**src/rtl/ex_pkg.sv**
```systemverilog
// ex_pkg: shared definitions for the Sirius execute stage.
// Holds the bus widths, the operation and result-class codes driven by ID/EX,
// the reset/no-op constants, the multiplier FSM state type and small helpers.
package ex_pkg;

    localparam int ALU_OP_W   = 8;
    localparam int ALU_SEL_W  = 3;
    localparam int REG_W      = 32;
    localparam int REG_ADDR_W = 5;

    localparam logic [REG_W-1:0]      ZERO_WORD     = '0;
    localparam logic [REG_ADDR_W-1:0] NOP_REG_ADDR  = '0;
    localparam logic                  WRITE_DISABLE = 1'b0;

    // Operation codes (aluop)
    localparam logic [ALU_OP_W-1:0] EXE_NOP_OP   = 8'b0000_0000;
    localparam logic [ALU_OP_W-1:0] EXE_AND_OP   = 8'b0010_0100;
    localparam logic [ALU_OP_W-1:0] EXE_OR_OP    = 8'b0010_0101;
    localparam logic [ALU_OP_W-1:0] EXE_XOR_OP   = 8'b0010_0110;
    localparam logic [ALU_OP_W-1:0] EXE_NOR_OP   = 8'b0010_0111;
    localparam logic [ALU_OP_W-1:0] EXE_SLL_OP   = 8'b0111_1100;
    localparam logic [ALU_OP_W-1:0] EXE_SRL_OP   = 8'b0000_0010;
    localparam logic [ALU_OP_W-1:0] EXE_SRA_OP   = 8'b0000_0011;
    localparam logic [ALU_OP_W-1:0] EXE_ADDU_OP  = 8'b0010_0001;
    localparam logic [ALU_OP_W-1:0] EXE_SUBU_OP  = 8'b0010_0011;
    localparam logic [ALU_OP_W-1:0] EXE_SLT_OP   = 8'b0010_1010;
    localparam logic [ALU_OP_W-1:0] EXE_SLTU_OP  = 8'b0010_1011;
    localparam logic [ALU_OP_W-1:0] EXE_MULT_OP  = 8'b0001_1000;
    localparam logic [ALU_OP_W-1:0] EXE_MULTU_OP = 8'b0001_1001;

    // Result classes (alusel)
    localparam logic [ALU_SEL_W-1:0] EXE_RES_NOP   = 3'b000;
    localparam logic [ALU_SEL_W-1:0] EXE_RES_LOGIC = 3'b001;
    localparam logic [ALU_SEL_W-1:0] EXE_RES_SHIFT = 3'b010;
    localparam logic [ALU_SEL_W-1:0] EXE_RES_ARITH = 3'b100;

    // Iterative multiplier states
    typedef enum logic [1:0] {
        MUL_IDLE = 2'd0,
        MUL_BUSY = 2'd1,
        MUL_DONE = 2'd2
    } mul_state_e;

    // Magnitude of a two's-complement word; 0x80000000 maps to itself,
    // which is still the correct unsigned magnitude.
    function automatic logic [REG_W-1:0] abs_word(input logic [REG_W-1:0] v);
        return v[REG_W-1] ? (~v + 1'b1) : v;
    endfunction

endpackage

```
**src/rtl/ex_mul_iter.sv**
```systemverilog
// ex_mul_iter: 32-iteration shift-add multiplier for MULT/MULTU.
// Ports:
//   clk, rst       clock, asynchronous active-low reset
//   start          a multiply op is present on the ID/EX inputs
//   is_signed      1 for MULT, 0 for MULTU
//   abort          pipeline flush; returns to IDLE on the next edge
//   op_a, op_b     raw operands from ID/EX
//   stall          stall request (issue cycle and every BUSY cycle)
//   done           result valid this cycle (DONE state, not aborted)
//   product        signed/unsigned 64-bit product, valid while done
module ex_mul_iter
    import ex_pkg::*;
(
    input  logic               clk,
    input  logic               rst,
    input  logic               start,
    input  logic               is_signed,
    input  logic               abort,
    input  logic [REG_W-1:0]   op_a,
    input  logic [REG_W-1:0]   op_b,
    output logic               stall,
    output logic               done,
    output logic [2*REG_W-1:0] product
);

    mul_state_e          state;
    mul_state_e          state_nxt;
    logic [REG_W-1:0]    mcand;
    logic [REG_W-1:0]    mplier;
    logic [2*REG_W-1:0]  acc;
    logic [4:0]          cnt;
    logic                neg;

    // State register
    always_ff @(posedge clk or negedge rst) begin
        if (!rst) begin
            state <= MUL_IDLE;
        end else begin
            state <= state_nxt;
        end
    end

    // Next-state logic; a flush overrides everything, including a new issue
    always_comb begin
        state_nxt = state;
        if (abort) begin
            state_nxt = MUL_IDLE;
        end else begin
            case (state)
                MUL_IDLE: if (start) state_nxt = MUL_BUSY;
                MUL_BUSY: if (cnt == 5'd31) state_nxt = MUL_DONE;
                MUL_DONE: state_nxt = MUL_IDLE;
                default:  state_nxt = MUL_IDLE;
            endcase
        end
    end

    // Datapath: operate on magnitudes and remember the sign separately, so the
    // same unsigned shift-add loop serves both MULT and MULTU.
    always_ff @(posedge clk or negedge rst) begin
        if (!rst) begin
            mcand  <= '0;
            mplier <= '0;
            acc    <= '0;
            cnt    <= '0;
            neg    <= 1'b0;
        end else if (state == MUL_IDLE && start && !abort) begin
            mcand  <= is_signed ? abs_word(op_a) : op_a;
            mplier <= is_signed ? abs_word(op_b) : op_b;
            neg    <= is_signed & (op_a[REG_W-1] ^ op_b[REG_W-1]);
            acc    <= '0;
            cnt    <= '0;
        end else if (state == MUL_BUSY && !abort) begin
            if (mplier[0]) begin
                acc <= acc + ({{REG_W{1'b0}}, mcand} << cnt);
            end
            mplier <= mplier >> 1;
            cnt    <= cnt + 5'd1;
        end
    end

    // Outputs: stall from issue through the last BUSY cycle, result in DONE
    always_comb begin
        stall = 1'b0;
        done  = 1'b0;
        case (state)
            MUL_IDLE: stall = start & ~abort;
            MUL_BUSY: stall = ~abort;
            MUL_DONE: done  = ~abort;
            default:  stall = 1'b0;
        endcase
    end

    assign product = neg ? (~acc + 1'b1) : acc;

endmodule

```
**src/rtl/ex.sv**
```systemverilog
// ex: execute stage of the Sirius pipeline.
// Evaluates logic/shift/arith ops combinationally and runs MULT/MULTU on the
// iterative multiplier, stalling the pipeline while it works.
// Ports:
//   clk, rst           clock, asynchronous active-low reset
//   aluop_i, alusel_i  operation and result class from ID/EX
//   reg1_i, reg2_i     operands (shifts: reg1_i[4:0] amount, reg2_i value)
//   wd_i, wreg_i       destination GPR and write enable
//   flush_i            pipeline flush, aborts an in-flight multiply
//   wd_o, wreg_o,
//   wdata_o            GPR write-back to EX/MEM
//   whilo_o, hi_o,
//   lo_o               HI/LO write port to EX/MEM
//   stallreq_o         stall request to pipeline control
module ex
    import ex_pkg::*;
(
    input  logic                  clk,
    input  logic                  rst,
    input  logic [ALU_OP_W-1:0]   aluop_i,
    input  logic [ALU_SEL_W-1:0]  alusel_i,
    input  logic [REG_W-1:0]      reg1_i,
    input  logic [REG_W-1:0]      reg2_i,
    input  logic [REG_ADDR_W-1:0] wd_i,
    input  logic                  wreg_i,
    input  logic                  flush_i,
    output logic [REG_ADDR_W-1:0] wd_o,
    output logic                  wreg_o,
    output logic [REG_W-1:0]      wdata_o,
    output logic                  whilo_o,
    output logic [REG_W-1:0]      hi_o,
    output logic [REG_W-1:0]      lo_o,
    output logic                  stallreq_o
);

    logic [REG_W-1:0]   logic_res;
    logic [REG_W-1:0]   shift_res;
    logic [REG_W-1:0]   arith_res;
    logic [REG_W-1:0]   sel_res;
    logic               is_mult;
    logic               mul_stall;
    logic               mul_done;
    logic [2*REG_W-1:0] product;

    assign is_mult = (aluop_i == EXE_MULT_OP) || (aluop_i == EXE_MULTU_OP);

    ex_mul_iter u_mul (
        .clk       (clk),
        .rst       (rst),
        .start     (is_mult),
        .is_signed (aluop_i == EXE_MULT_OP),
        .abort     (flush_i),
        .op_a      (reg1_i),
        .op_b      (reg2_i),
        .stall     (mul_stall),
        .done      (mul_done),
        .product   (product)
    );

    // Bitwise logic operations
    always_comb begin
        logic_res = ZERO_WORD;
        case (aluop_i)
            EXE_OR_OP:  logic_res = reg1_i | reg2_i;
            EXE_AND_OP: logic_res = reg1_i & reg2_i;
            EXE_XOR_OP: logic_res = reg1_i ^ reg2_i;
            EXE_NOR_OP: logic_res = ~(reg1_i | reg2_i);
            default:    logic_res = ZERO_WORD;
        endcase
    end

    // Shifts: only the low five bits of reg1 form the amount
    always_comb begin
        shift_res = ZERO_WORD;
        case (aluop_i)
            EXE_SLL_OP: shift_res = reg2_i << reg1_i[4:0];
            EXE_SRL_OP: shift_res = reg2_i >> reg1_i[4:0];
            EXE_SRA_OP: shift_res = $signed(reg2_i) >>> reg1_i[4:0];
            default:    shift_res = ZERO_WORD;
        endcase
    end

    // Wrapping add/subtract and set-less-than compares
    always_comb begin
        arith_res = ZERO_WORD;
        case (aluop_i)
            EXE_ADDU_OP: arith_res = reg1_i + reg2_i;
            EXE_SUBU_OP: arith_res = reg1_i - reg2_i;
            EXE_SLT_OP:  arith_res = {31'd0, $signed(reg1_i) < $signed(reg2_i)};
            EXE_SLTU_OP: arith_res = {31'd0, reg1_i < reg2_i};
            EXE_NOP_OP:  arith_res = ZERO_WORD;
            default:     arith_res = ZERO_WORD;
        endcase
    end

    // Result class selection; unknown classes (and NOP) write zero
    always_comb begin
        sel_res = ZERO_WORD;
        case (alusel_i)
            EXE_RES_LOGIC: sel_res = logic_res;
            EXE_RES_SHIFT: sel_res = shift_res;
            EXE_RES_ARITH: sel_res = arith_res;
            default:       sel_res = ZERO_WORD;
        endcase
    end

    // Output muxing. Reset is asynchronous, so outputs are gated with rst
    // directly: an in-flight multiply vanishes the moment rst falls.
    always_comb begin
        wd_o       = NOP_REG_ADDR;
        wreg_o     = WRITE_DISABLE;
        wdata_o    = ZERO_WORD;
        whilo_o    = 1'b0;
        hi_o       = ZERO_WORD;
        lo_o       = ZERO_WORD;
        stallreq_o = 1'b0;
        if (rst) begin
            wd_o       = wd_i;
            wreg_o     = mul_done ? WRITE_DISABLE : wreg_i;
            wdata_o    = sel_res;
            whilo_o    = mul_done;
            stallreq_o = mul_stall;
            if (mul_done) begin
                hi_o = product[2*REG_W-1:REG_W];
                lo_o = product[REG_W-1:0];
            end
        end
    end

endmodule

```
**config.mk**
```make
export PLATFORM = sky130hd
export DESIGN_NAME = ex
export DESIGN_NICKNAME = d
export VERILOG_FILES = /design/src/rtl/ex_pkg.sv /design/src/rtl/ex_mul_iter.sv /design/src/rtl/ex.sv
export SDC_FILE = /design/constraint.sdc
export NUM_CORES = 1
export LEC_CHECK = 0
export BUFFER_PORTS_ARGS = -buffer_cell sky130_fd_sc_hd__buf_2
export CAP_MARGIN = 30
export CORE_MARGIN = 4
export CORE_UTILIZATION = 45
export CTS_CLUSTER_DIAMETER = 200
export DETAILED_ROUTE_END_ITERATION = 16
export GPL_ROUTABILITY_DRIVEN = 0
export HOLD_SLACK_MARGIN = 0.06
export PLACE_DENSITY_LB_ADDON = 0.2
export SLEW_MARGIN = 20
export SYNTH_ARGS = -nofsm -noshare
export SYNTH_HDL_FRONTEND = slang
export SYNTH_SLANG_ARGS = --single-unit
```
**constraint.sdc**
```tcl
create_clock -name clk -period 8 [get_ports clk]
set_clock_uncertainty 0.15 [all_clocks]
set_input_delay 0.4 -clock clk [delete_from_list [all_inputs] [get_ports clk]]
set_output_delay 0.4 -clock clk [all_outputs]
set_load 0.02 [all_outputs]
```
==> impl_metrics.toml <==
[worst_setup_path]
cp.required_ns = 7.45
worstPathArrival_ns = 4.97
critPathMaxStageDelay_ns = 0.54
worstPathMaxFanout = 56
start_kind = "primary input"
crit_chain = "buf_2 > buf_4 > inv_1 > ha_1 > a21o_1 > a311oi_1 > o41a_1 > a21o_1 > o21ai_0 > a221o_1 > a2111oi_0 > o211ai_1 > xnor2_1 > o22ai_1 > buf_2"
end_kind = "primary output"
critical_path_class = "in -> out"
cp_slowest_cell = "ha_1"

[yosys]
synth_top_family_by_area = "compound AO/OA/AOI/OAI gates"
netlist_instances = 3108
synthXorXnorAreaFrac_pct = 9.46
synth_top_flop_cell = "dfrtp_1"
synth-compound-area-share_pct = 26.1
avgSynthCellArea_um2 = 7.24
synthSimpleGateAreaFrac_pct = 21.1
synth.area.mux_share_pct = 12.9
syn_nets = 3362
synth_edf_count = 0
synth.distinct_cells = 86
ys_async_sr_fraction_pct = 100
synth_area_um2 = 22500
synth.yosys.seq_area_share_pct = 15.1
ys_ff_latch = 136
synth_fa_ha_area_share_pct = 9.56
yosys_warnings = 0

[die]
die_w_um = 232
start_util_pct = 45.8
die-height_um = 232
core_area_um2 = 49200
rows = 81
io_pins = 188
dieArea_um2 = 53600

[place]
dp_hpwl_mm = 63.4
port_buffers = 187
post-place-cells = 3753

[timing]
fin_tns_setup_ns = 0
finalHoldViolCount = 0
period_needed_ns = 5.52
period_share_pct = 69.0
tightest_slew_ns = 0.990
slew_headroom_pct = 33.7
max_freq_mhz = 181
drv_slew = 0
final-setup-viol-count = 0
rsz0062_at_grt = "no"
whs_ns = 0.128

[routing]
vias = 24200
viasPerCell = 6.37
firstDrtPassIters = 6
wl_per_cell_um = 21.5
ant_nets = 0
drt_wl_total_mm = 81.4
drt_iter0_drc = 2990
drc = 0

[cts]
htree_num_levels = 4
cts_buffer_depth = 2
cts.sinks = 136
clk_latency_ns = 0.45
cts_root_buf = "clkbuf_16"
numCtsBuffers = 17
clk_pin_slew_ns = 0.08
cts_setup_buffers = 0
cts_tree = "yes"

[final_layout]
fin_nets = 3369
final_common_cell = "nand2_1"
stdcell_count = 3792
antenna_cells = 0
syn_to_final_growth_pct = 8.35
final_cell_mix = "nand2_1 (387), nor2_1 (343), o21ai_0 (290)"
fillers = 4866
drive_gt1_share_pct = 12.2

[global_routing]
antenna_found_initial = 1
first_global_vias = 22600
grtUsageTotal_pct = 29.2
grt_overflow = 0
grt_pass1_wl_mm = 127
grt_max_degree = 127

[power_and_ir_drop]
powerDensity_nw_per_um2 = 113
vdd_drop_max_v = 0.000104
p_leak_uw = 0.0107

[worst_hold_path]
hold_class = "in -> reg"

[status]
outcome = "completed"

[job]
maxCapViolations = 0
per-layer routing:
metal	up-vias	GRT usage, %	wire (um)
li1	11200	-	-
met1	11300	36.5	32400
met2	1306	47.9	37000
met3	306	4.15	6160
met4	2	17.3	5850
met5	-	0	17
final cells by class:
type	instances	area [um^2]	share of cell area, %
sequential	136	3410	14.0
clock buffer	17	425	1.75
inverter	112	420	1.72
clock inverter	15	176	0.724
multi-input combinational	2627	17800	73.1
tap	664	831	3.41
timing repair buffer	221	1290	5.29
synthesized netlist by cell type, types with 17 or more instances:
| cell type | count | area (um^2) |
|---|---|---|
| o21ai_0 | 290 | 1450 |
| nor2_1 | 343 | 1290 |
| and3_1 | 22 | 138 |
| o31ai_1 | 40 | 300 |
| xnor2_1 | 148 | 1300 |
| a211oi_1 | 36 | 270 |
| o21a_1 | 18 | 135 |
| mux2i_1 | 141 | 1410 |
| a221oi_1 | 17 | 149 |
| a31oi_1 | 65 | 407 |
| mux4_2 | 52 | 1170 |
| clkbuf_1 | 189 | 709 |
| o211ai_1 | 21 | 158 |
| buf_1 | 34 | 128 |
| ha_1 | 167 | 2090 |
| or3_1 | 25 | 156 |
| a21oi_1 | 216 | 1080 |
| a21o_1 | 41 | 308 |
| nor3_1 | 56 | 280 |
| dfrtp_1 | 136 | 3400 |
| nand3_1 | 69 | 345 |
| mux2_2 | 28 | 315 |
| o22ai_1 | 42 | 263 |
| o41ai_1 | 18 | 158 |
| inv_1 | 107 | 402 |
| nand2_1 | 388 | 1460 |
| nand4_1 | 23 | 144 |
| and2_1 | 21 | 131 |
| nand2b_1 | 28 | 175 |
| xor2_1 | 95 | 832 |
| nor4_1 | 18 | 113 |
kinds of logic after synthesis:
| kind of cell | Yosys count |
|---|---|
| simple gates | 1056 |
| compound gates | 937 |
| buf+inv | 345 |
| xor+xnor | 243 |
| mux | 221 |
| fa+ha+maj | 170 |
| flops | 136 |
registers in the layout, indices dropped and copies added, names as in the netlist:
register / cells
u_mul.neg: 1
u_mul.mplier: 32
u_mul.state: 2
u_mul.mcand: 32
u_mul.cnt: 5
u_mul.acc: 64
critical path: cells and delay by family:
family / cells / cell delay [ns]
adders and majority gates: 1 / 0.54
AOI/OAI and AO/OA: 9 / 2.58
buffers and inverters: 4 / 1.18
xor gates and xnor gates: 1 / 0.24
path summary, 6_finish.rpt:
kind	end	slack (ns)	from	cells past startpoint
max in group asynchronous	u_mul.acc[7]	6.31	rst	3
min in group asynchronous	u_mul.acc[4]	0.34	rst	2
max	wdata_o[28]	2.48	reg1_i[4]	15
min reg2reg	u_mul.mplier[31]	0.35	u_mul.mplier[31]	2
max reg2reg	u_mul.acc[56]	2.68	u_mul.cnt[4]	16
min	u_mul.mcand[31]	0.13	reg1_i[31]	3
report_power, final:
group          internal [uW]  switching [uW]
clock                    421             376
sequential               730            46.4
combinational            435             739
total                   1590            1160
stage by stage:
step / total power, uW / setup slack [ns] / util, % / cell area [um^2]
after floorplan: 1600 / 3.31 / - / 22500
after global placement: 1910 / 2.68 / 48.1 / 23600
after detailed placement: 1920 / 2.57 / 48.2 / 23700
after CTS: 2730 / 2.57 / 49.4 / 24300
after global routing: 2890 / 2.30 / 49.6 / 24400
final: 2750 / 2.48 / 49.6 / 24400
repair_timing:
item | 4_1_cts | 5_1_grt
resized for setup | 0 | 0
hold buffers | 1 | 0
endpoints found under the setup margin | 0 | 0
endpoints found under the hold margin | 35 | 0
No activity file was read; power rests on OpenSTA's default activity.
